`src/rtl/ob_pkg.sv`:
```
// ob_pkg: shared types and constants for the order-book multi-port front end.
//   cmd_t / rsp_t : core command / response words (128 bits each)
//   pid_w()       : port-ID width, max(1, clog2(P))
//   MPORT_*       : default ob_mport sizing
package ob_pkg;

    typedef struct packed {
        logic [7:0]  op;
        logic [31:0] oid;
        logic [31:0] px;
        logic [31:0] qty;
        logic [23:0] rsvd;
    } cmd_t;

    typedef struct packed {
        logic [7:0]  status;
        logic [31:0] oid;
        logic [31:0] px;
        logic [31:0] qty;
        logic [23:0] rsvd;
    } rsp_t;

    localparam int MPORT_P          = 4;
    localparam int MPORT_IN_N       = 4;
    localparam int MPORT_OUT_N      = 4;
    localparam int MPORT_INFLIGHT_N = 8;

    // A single port still needs a 1-bit ID so tag entries never collapse to zero width.
    function automatic int pid_w(input int p);
        return ($clog2(p) < 1) ? 1 : $clog2(p);
    endfunction

endpackage

```
`src/rtl/libv_queue.sv`:
```
// libv_queue: synchronous FIFO with registered full/empty flags.
//   clk, rst       : clock, synchronous active-high reset
//   push_i/data_i  : write; accepted when not full, or when full with a same-cycle pop
//   pop_i/data_o   : read; data_o is the current head (first-word fall-through)
//   empty_o/full_o : registered occupancy flags, derived from next-state count
module libv_queue #(
    parameter int W = 8,
    parameter int N = 4
) (
    input  logic         clk,
    input  logic         rst,
    input  logic         push_i,
    input  logic [W-1:0] data_i,
    input  logic         pop_i,
    output logic [W-1:0] data_o,
    output logic         empty_o,
    output logic         full_o
);
    localparam int AW = (N > 1) ? $clog2(N) : 1;
    localparam int CW = $clog2(N + 1);

    logic [W-1:0]  mem_q [N];
    logic [AW-1:0] rd_q, wr_q;
    logic [CW-1:0] cnt_q, cnt_d;
    logic          full_q, empty_q;
    logic          do_push, do_pop;

    // Explicit wrap so non-power-of-2 depths work too.
    function automatic logic [AW-1:0] inc(input logic [AW-1:0] a);
        return (a == AW'(N - 1)) ? '0 : a + 1'b1;
    endfunction

    assign do_pop  = pop_i & ~empty_q;
    assign do_push = push_i & (~full_q | do_pop);
    assign cnt_d   = cnt_q + CW'(do_push) - CW'(do_pop);

    always_ff @(posedge clk) begin
        if (rst) begin
            rd_q    <= '0;
            wr_q    <= '0;
            cnt_q   <= '0;
            full_q  <= 1'b0;
            empty_q <= 1'b1;
        end else begin
            if (do_push) wr_q <= inc(wr_q);
            if (do_pop)  rd_q <= inc(rd_q);
            cnt_q   <= cnt_d;
            full_q  <= (cnt_d == CW'(N));
            empty_q <= (cnt_d == '0);
        end
    end

    always_ff @(posedge clk) begin
        if (do_push) mem_q[wr_q] <= data_i;
    end

    assign data_o  = mem_q[rd_q];
    assign empty_o = empty_q;
    assign full_o  = full_q;

endmodule

```
`src/rtl/ob_mport_rr_arb.sv`:
```
// ob_mport_rr_arb: P-way round-robin arbiter.
//   req_i     : per-port request
//   en_i      : grant permitted this cycle
//   gnt_vld_o : a grant is issued
//   gnt_id_o  : granted port; search starts at the internal pointer,
//               which moves to gnt_id+1 (mod P) after each grant
module ob_mport_rr_arb
    import ob_pkg::*;
#(
    parameter int P     = 4,
    parameter int PID_W = pid_w(P)
) (
    input  logic             clk,
    input  logic             rst,
    input  logic [P-1:0]     req_i,
    input  logic             en_i,
    output logic             gnt_vld_o,
    output logic [PID_W-1:0] gnt_id_o
);
    logic [PID_W-1:0] ptr_q;
    logic [PID_W:0]   sum;
    logic             found;

    always_comb begin
        gnt_id_o = '0;
        found    = 1'b0;
        sum      = '0;
        for (int k = 0; k < P; k++) begin
            sum = {1'b0, ptr_q} + (PID_W + 1)'(k);
            if (sum >= (PID_W + 1)'(P)) sum = sum - (PID_W + 1)'(P);
            if (!found && req_i[sum[PID_W-1:0]]) begin
                found    = 1'b1;
                gnt_id_o = sum[PID_W-1:0];
            end
        end
    end

    assign gnt_vld_o = en_i & found;

    always_ff @(posedge clk) begin
        if (rst) begin
            ptr_q <= '0;
        end else if (gnt_vld_o) begin
            ptr_q <= (gnt_id_o == PID_W'(P - 1)) ? '0 : gnt_id_o + 1'b1;
        end
    end

endmodule

```
`src/rtl/ob_mport.sv`:
```
// ob_mport: P-port front end for the order-book core.
//   cmd_vld_r/cmd_r   : per-port command push into ingress queue i
//   cmd_full_r        : per-port ingress full (registered)
//   rsp_vld/rsp       : per-port egress head; rsp_accept pops it
//   core_cmd_vld/_cmd : registered one-cycle command pulse to the core
//   core_cmd_full_r   : core backpressure
//   core_rsp_*        : core response stream; core_rsp_last ends a command
//   core_rsp_accept   : response consumed this cycle
//   err_ovf_r         : sticky per-port push-while-full
//   err_orphan_r      : sticky response with nothing in flight
// A tag FIFO of port IDs, pushed at issue and popped on the last response,
// routes core responses back in command order.
module ob_mport
    import ob_pkg::*;
#(
    parameter int P          = MPORT_P,
    parameter int CMD_W      = $bits(cmd_t),
    parameter int RSP_W      = $bits(rsp_t),
    parameter int IN_N       = MPORT_IN_N,
    parameter int OUT_N      = MPORT_OUT_N,
    parameter int INFLIGHT_N = MPORT_INFLIGHT_N
) (
    input  logic               clk,
    input  logic               rst,
    input  logic [P-1:0]       cmd_vld_r,
    input  logic [P*CMD_W-1:0] cmd_r,
    output logic [P-1:0]       cmd_full_r,
    input  logic [P-1:0]       rsp_accept,
    output logic [P-1:0]       rsp_vld,
    output logic [P*RSP_W-1:0] rsp,
    output logic               core_cmd_vld,
    output logic [CMD_W-1:0]   core_cmd,
    input  logic               core_cmd_full_r,
    input  logic               core_rsp_vld,
    input  logic [RSP_W-1:0]   core_rsp,
    input  logic               core_rsp_last,
    output logic               core_rsp_accept,
    output logic [P-1:0]       err_ovf_r,
    output logic               err_orphan_r
);
    localparam int PID_W = pid_w(P);

    logic [P-1:0][CMD_W-1:0] in_head;
    logic [P-1:0]            in_empty, in_full, in_push, in_pop;
    logic [P-1:0][RSP_W-1:0] egr_head;
    logic [P-1:0]            egr_empty, egr_full, egr_push, egr_pop;

    logic                    gnt_vld;
    logic [PID_W-1:0]        gnt_id;
    logic [PID_W-1:0]        tag_head;
    logic                    tag_empty, tag_full, tag_pop;
    logic                    acc;

    logic                    core_cmd_vld_q;
    logic [CMD_W-1:0]        core_cmd_q;
    logic [P-1:0]            err_ovf_q, err_ovf_d;
    logic                    err_orphan_q, err_orphan_d;

    // ---------------- ingress ----------------
    // The queue's full flag is registered from next-state occupancy, so it
    // already is the cmd_full_r view including this cycle's push and pop.
    for (genvar gi = 0; gi < P; gi++) begin : g_in
        assign in_push[gi] = cmd_vld_r[gi] & ~in_full[gi];
        assign in_pop[gi]  = gnt_vld & (gnt_id == PID_W'(gi));
        libv_queue #(.W(CMD_W), .N(IN_N)) u_q (
            .clk    (clk),
            .rst    (rst),
            .push_i (in_push[gi]),
            .data_i (cmd_r[gi*CMD_W +: CMD_W]),
            .pop_i  (in_pop[gi]),
            .data_o (in_head[gi]),
            .empty_o(in_empty[gi]),
            .full_o (in_full[gi])
        );
    end

    assign cmd_full_r = in_full;

    // ---------------- issue ----------------
    ob_mport_rr_arb #(.P(P), .PID_W(PID_W)) u_arb (
        .clk      (clk),
        .rst      (rst),
        .req_i    (~in_empty),
        .en_i     (~core_cmd_full_r & ~tag_full),
        .gnt_vld_o(gnt_vld),
        .gnt_id_o (gnt_id)
    );

    always_ff @(posedge clk) begin
        if (rst) begin
            core_cmd_vld_q <= 1'b0;
            core_cmd_q     <= '0;
        end else begin
            core_cmd_vld_q <= gnt_vld;
            if (gnt_vld) core_cmd_q <= in_head[gnt_id];
        end
    end

    assign core_cmd_vld = core_cmd_vld_q;
    assign core_cmd     = core_cmd_q;

    // ---------------- tag FIFO ----------------
    libv_queue #(.W(PID_W), .N(INFLIGHT_N)) u_tag (
        .clk    (clk),
        .rst    (rst),
        .push_i (gnt_vld),
        .data_i (gnt_id),
        .pop_i  (tag_pop),
        .data_o (tag_head),
        .empty_o(tag_empty),
        .full_o (tag_full)
    );

    // Orphans (tag FIFO empty) are always accepted so the core never wedges.
    // Egress space is judged on current occupancy only.
    assign acc             = ~rst & core_rsp_vld & (tag_empty | ~egr_full[tag_head]);
    assign tag_pop         = acc & ~tag_empty & core_rsp_last;
    assign core_rsp_accept = acc;

    // ---------------- egress ----------------
    for (genvar gi = 0; gi < P; gi++) begin : g_egr
        assign egr_push[gi] = acc & ~tag_empty & (tag_head == PID_W'(gi));
        assign egr_pop[gi]  = ~egr_empty[gi] & rsp_accept[gi];
        libv_queue #(.W(RSP_W), .N(OUT_N)) u_q (
            .clk    (clk),
            .rst    (rst),
            .push_i (egr_push[gi]),
            .data_i (core_rsp),
            .pop_i  (egr_pop[gi]),
            .data_o (egr_head[gi]),
            .empty_o(egr_empty[gi]),
            .full_o (egr_full[gi])
        );
        assign rsp_vld[gi]               = ~egr_empty[gi];
        assign rsp[gi*RSP_W +: RSP_W]    = egr_head[gi];
    end

    // ---------------- sticky errors ----------------
    assign err_ovf_d    = err_ovf_q | (cmd_vld_r & in_full);
    assign err_orphan_d = err_orphan_q | (acc & tag_empty);

    always_ff @(posedge clk) begin
        if (rst) begin
            err_ovf_q    <= '0;
            err_orphan_q <= 1'b0;
        end else begin
            err_ovf_q    <= err_ovf_d;
            err_orphan_q <= err_orphan_d;
        end
    end

    assign err_ovf_r    = err_ovf_q;
    assign err_orphan_r = err_orphan_q;

endmodule

```
`config.mk`:
```
export PLATFORM = sky130hd
export DESIGN_NAME = ob_mport
export DESIGN_NICKNAME = d
export VERILOG_FILES = /design/src/rtl/ob_pkg.sv /design/src/rtl/libv_queue.sv /design/src/rtl/ob_mport_rr_arb.sv /design/src/rtl/ob_mport.sv
export SDC_FILE = /design/constraint.sdc
export NUM_CORES = 2
export LEC_CHECK = 0
export ABC_AREA = 0
export CAP_MARGIN = 15
export CORE_MARGIN = 8
export CORE_UTILIZATION = 28
export DETAILED_ROUTE_END_ITERATION = 8
export GPL_ROUTABILITY_DRIVEN = 1
export HOLD_SLACK_MARGIN = 0.15
export PLACE_DENSITY_LB_ADDON = 0.2
export SLEW_MARGIN = 5
export SYNTH_ARGS = -nofsm -noshare
export SYNTH_HDL_FRONTEND = slang
export SYNTH_HIERARCHICAL = 1
export SYNTH_MEMORY_MAX_BITS = 65536
export SYNTH_SLANG_ARGS = --single-unit
export TNS_END_PERCENT = 50
```
`constraint.sdc`:
```
create_clock -name clk -period 7.75 [get_ports clk]
set_input_delay 0.775 -clock clk [delete_from_list [all_inputs] [get_ports clk]]
set_output_delay 0.775 -clock clk [all_outputs]
set_load 0.02 [all_outputs]
```
==> results.md <==
- Worst-skew pair later-pin latency: around 1.0 ns
- Synthesized instance count: between 6000 and 7000
- Residual DRC: 0
- PwrDens: ~320 mW/mm^2
- Synthesis Warnings: 6
- Hold Crit Class: in -> reg
- Vias in the first global route: approximately 80000
- Combinational power share: 0.184
- Clk network pwr share: 0.344
- Count of nets after finishing: ~9000
- Antenna violations before repair: 184
- Max-cap violations: 0
- Slew Limit Fails: 0
- Ys flop type: edfxtp_1
- Drt first pass iters: 7
- Clk root buf: clkbuf_16
- PortBufs: ~1300
- Synth Area per Inst: about 25 um^2
- Die footprint: about 0.61 mm^2
- LEAKAGE: approximately 61 nW
- Peak supply drop: around 0.35 mV
- Clock skew: around 0.091 ns
- Min cycle time layout: 4.794 ns
- Layout cells sized above 1: 0.2446
- Postcts setup bufs: 0
- Initial Util: 0.2809
- Post-synthesis sequential area ratio: 0.7856
- Mapped cell area: 0.1633 mm^2
- Seq. cell area: approximately 0.13 mm^2
- Initial DRC count: roughly 7000
- CTS Buffer Depth: 4
- Critical path endpoint category: primary output
- GRT Overall Usage: 0.1652
- Total grt overflow: 0
- Final core occ: 0.3442
- Mapped Nets: 7383
- First-pass GRT wire length: ~700 mm
- Crit Path Category: reg -> out
- Setup TNS: 0 ns
- Via count: approximately 78000
- WP data required: between 6 and 7 ns
- Post-synth EDFFs: about 4000
- Clock transition at path regs: around 0.06 ns
- Most frequent cells in the layout: 4112 x edfxtp_1, 1306 x clkdlybuf4s50_1, 1025 x mux4_2
- Reg power frac: 0.471
- Fin crit share: 0.6186
- Core ar.: around 0.58 mm^2
- Post-DRT Antenna Nets: 0
- Fmax: between 200 and 250 MHz
- CTS buffer count: approximately 470
- Final hold viol count: 0
- Internal power: between 40 and 50 mW
- IO Pins: roughly 1300
- Row count: 280
- Multi-input logic area: 0.03172 mm^2
- Distinct cells, synth: roughly 50
- H-tree depth: 5
- Worst Tran Pin Value: ~1.3 ns
- Fill cells: 53800
- Vias per cell: ~4.7
- Worst Setup Start Kind: register
- Status: finished, final reports clean
- DRT Wirelength: between 500 and 600 mm
- Most common cell after layout, fill and taps aside: edfxtp_1
- Switching share of power: 0.2787
- Chip width: about 780 um
- Largest net degree at the start of global routing: 120
- Crit path DAT: between 4 and 5 ns
- Post-DP HPWL: 345.6 mm
- Crit-path max FO: 76
- Area grow syn2layout: 22.54%
- Worst slew margin: 0.1613
- Die Height: approximately 800 um
- RSZ-0062 raised after global routing: false
- #FFs+latches synth: approximately 4400
- Clk sinks: 4351
- Routed WL per cell: 31.65 um
- Final GP Congestion: 0.7489
- Async SR Flop Fraction: 0
- CTS tree: yes
- Psw: between 15 and 20 mW
- Final setup fails: 0
==> registers in the layout (all words and copies together), names as in the netlist, 4 cells and up, named ones only <==
register / count
u_tag/cnt_q: 4
err_ovf_r: 4
g_egr.u_q/mem_q: 2048
g_egr.u_q/full_o: 4
g_egr.u_q/rd_q: 8
g_in.u_q/wr_q: 8
core_cmd: 128
g_egr.u_q/wr_q: 8
g_in.u_q/cnt_q: 12
g_in.u_q/full_o: 4
g_in.u_q/rd_q: 8
g_in.u_q/empty_o: 4
g_in.u_q/mem_q: 2048
u_tag/mem_q: 16
g_egr.u_q/empty_o: 4
g_egr.u_q/cnt_q: 12
==> worst max-delay path, cell delays in order (launching register included) <==
cell,delay (ns)
dfxtp_4,0.76
buf_12,0.46
mux4_2,0.60
clkdlybuf4s50_1,0.74
==> final timing paths <==
check | to | start | slack, ns | cells after the start
setup reg to reg | u_tag/full_o$_SDFF_PP0_ | register | 3.46 | 14
setup / recovery | rsp[159] | register | 2.96 | 3
hold / removal | g_in[3].u_q/mem_q[0][0]$_DFFE_PP_ | cmd_r[384] | 0.38 | 1
hold reg to reg | err_ovf_r[1]$_SDFF_PP0_ | err_ovf_r[1]$_SDFF_PP0_ | 0.47 | 2
==> Yosys cell counts, types with 21 or more instances <==
| cell type | count | area (um^2) |
|---|---|---|
| buf_6 | 47 | 529.3 |
| nor2b_1 | 21 | 131.4 |
| mux4_2 | 1025 | 23080 |
| dfxtp_1 | 239 | 4785 |
| buf_12 | 80 | 1602 |
| inv_1 | 76 | 285.3 |
| edfxtp_1 | 4112 | 123500 |
| or3b_2 | 126 | 1104 |
| clkbuf_1 | 52 | 195.2 |
| buf_2 | 145 | 725.7 |
| mux2i_1 | 285 | 2853 |
| o221ai_2 | 120 | 1802 |
| nor2_1 | 81 | 304.0 |
| ha_1 | 64 | 800.8 |
| and2_1 | 32 | 200.2 |
==> layer usage <==
layer	GRT usage	part of all wire
met3	0.05392	0.089
met5	0	0.0019
met2	0.2733	0.48
met4	0.02866	0.018
met1	0.2147	0.41
==> metrics by stage <==
stage | total power [mW] | area [um^2] | cells | setup slack [ns] | hold slack (ns)
floorplan | 36.79 | 163300 | 6657 | 1.964 | 0.4820
global placement | 42.21 | 184900 | 15530 | 2.171 | 0.4655
detailed placement | 42.41 | 184900 | 15530 | 2.125 | 0.4638
CTS | 64.40 | 200000 | 16410 | 2.641 | 0.2414
global route | 65.62 | 200000 | 16410 | 2.599 | 0.3101
finish | 63.31 | 200100 | 16450 | 2.956 | 0.3842
==> power groups by stage <==
stage	combinational, mW	clock (mW)	sequential (mW)
detailed placement	12.0	0	30.4
global placement	12.0	0	30.2
CTS	12.1	22.4	29.9
floorplan	6.38	0	30.4
finish	11.7	21.8	29.8
global route	12.4	23.2	30.0
==> cell type report <==
type                            count  area share
Clock inverter                    270     0.01245
Antenna cell                       45   0.0005629
Timing Repair Buffer             1446     0.07452
Sequential cell                  4351      0.6414
Tap cell                         7755     0.04850
Inverter                           76    0.001426
Clock buffer                      610     0.06258
Multi-Input combinational cell   1901      0.1586
==> repair_timing <==
item | in CTS | in global routing
endpoints found under the setup margin | 0 | 0
hold buffers | 1 | 0
resized for setup | 0 | 0
endpoints found under the hold margin | 15 | 0
==> logic make-up (layout without fill, tap and decap cells) <==
family                   count (synthesis)  count (layout)  share of synthesized area
AO/OA/AOI/OAI                          169             169                    0.01317
XOR/XNOR                                11              11                   0.001264
adder cells (fa/ha/maj)                 73              73                   0.006008
buffers and inverters                  405            2402                    0.02067
flip-flops                            4351            4351                     0.7856
multiplexers                          1324            1324                     0.1602
other                                    0              45                          0
AND/OR/NAND/NOR                        324             324                    0.01310
No activity file was read; power rests on OpenSTA's default activity.
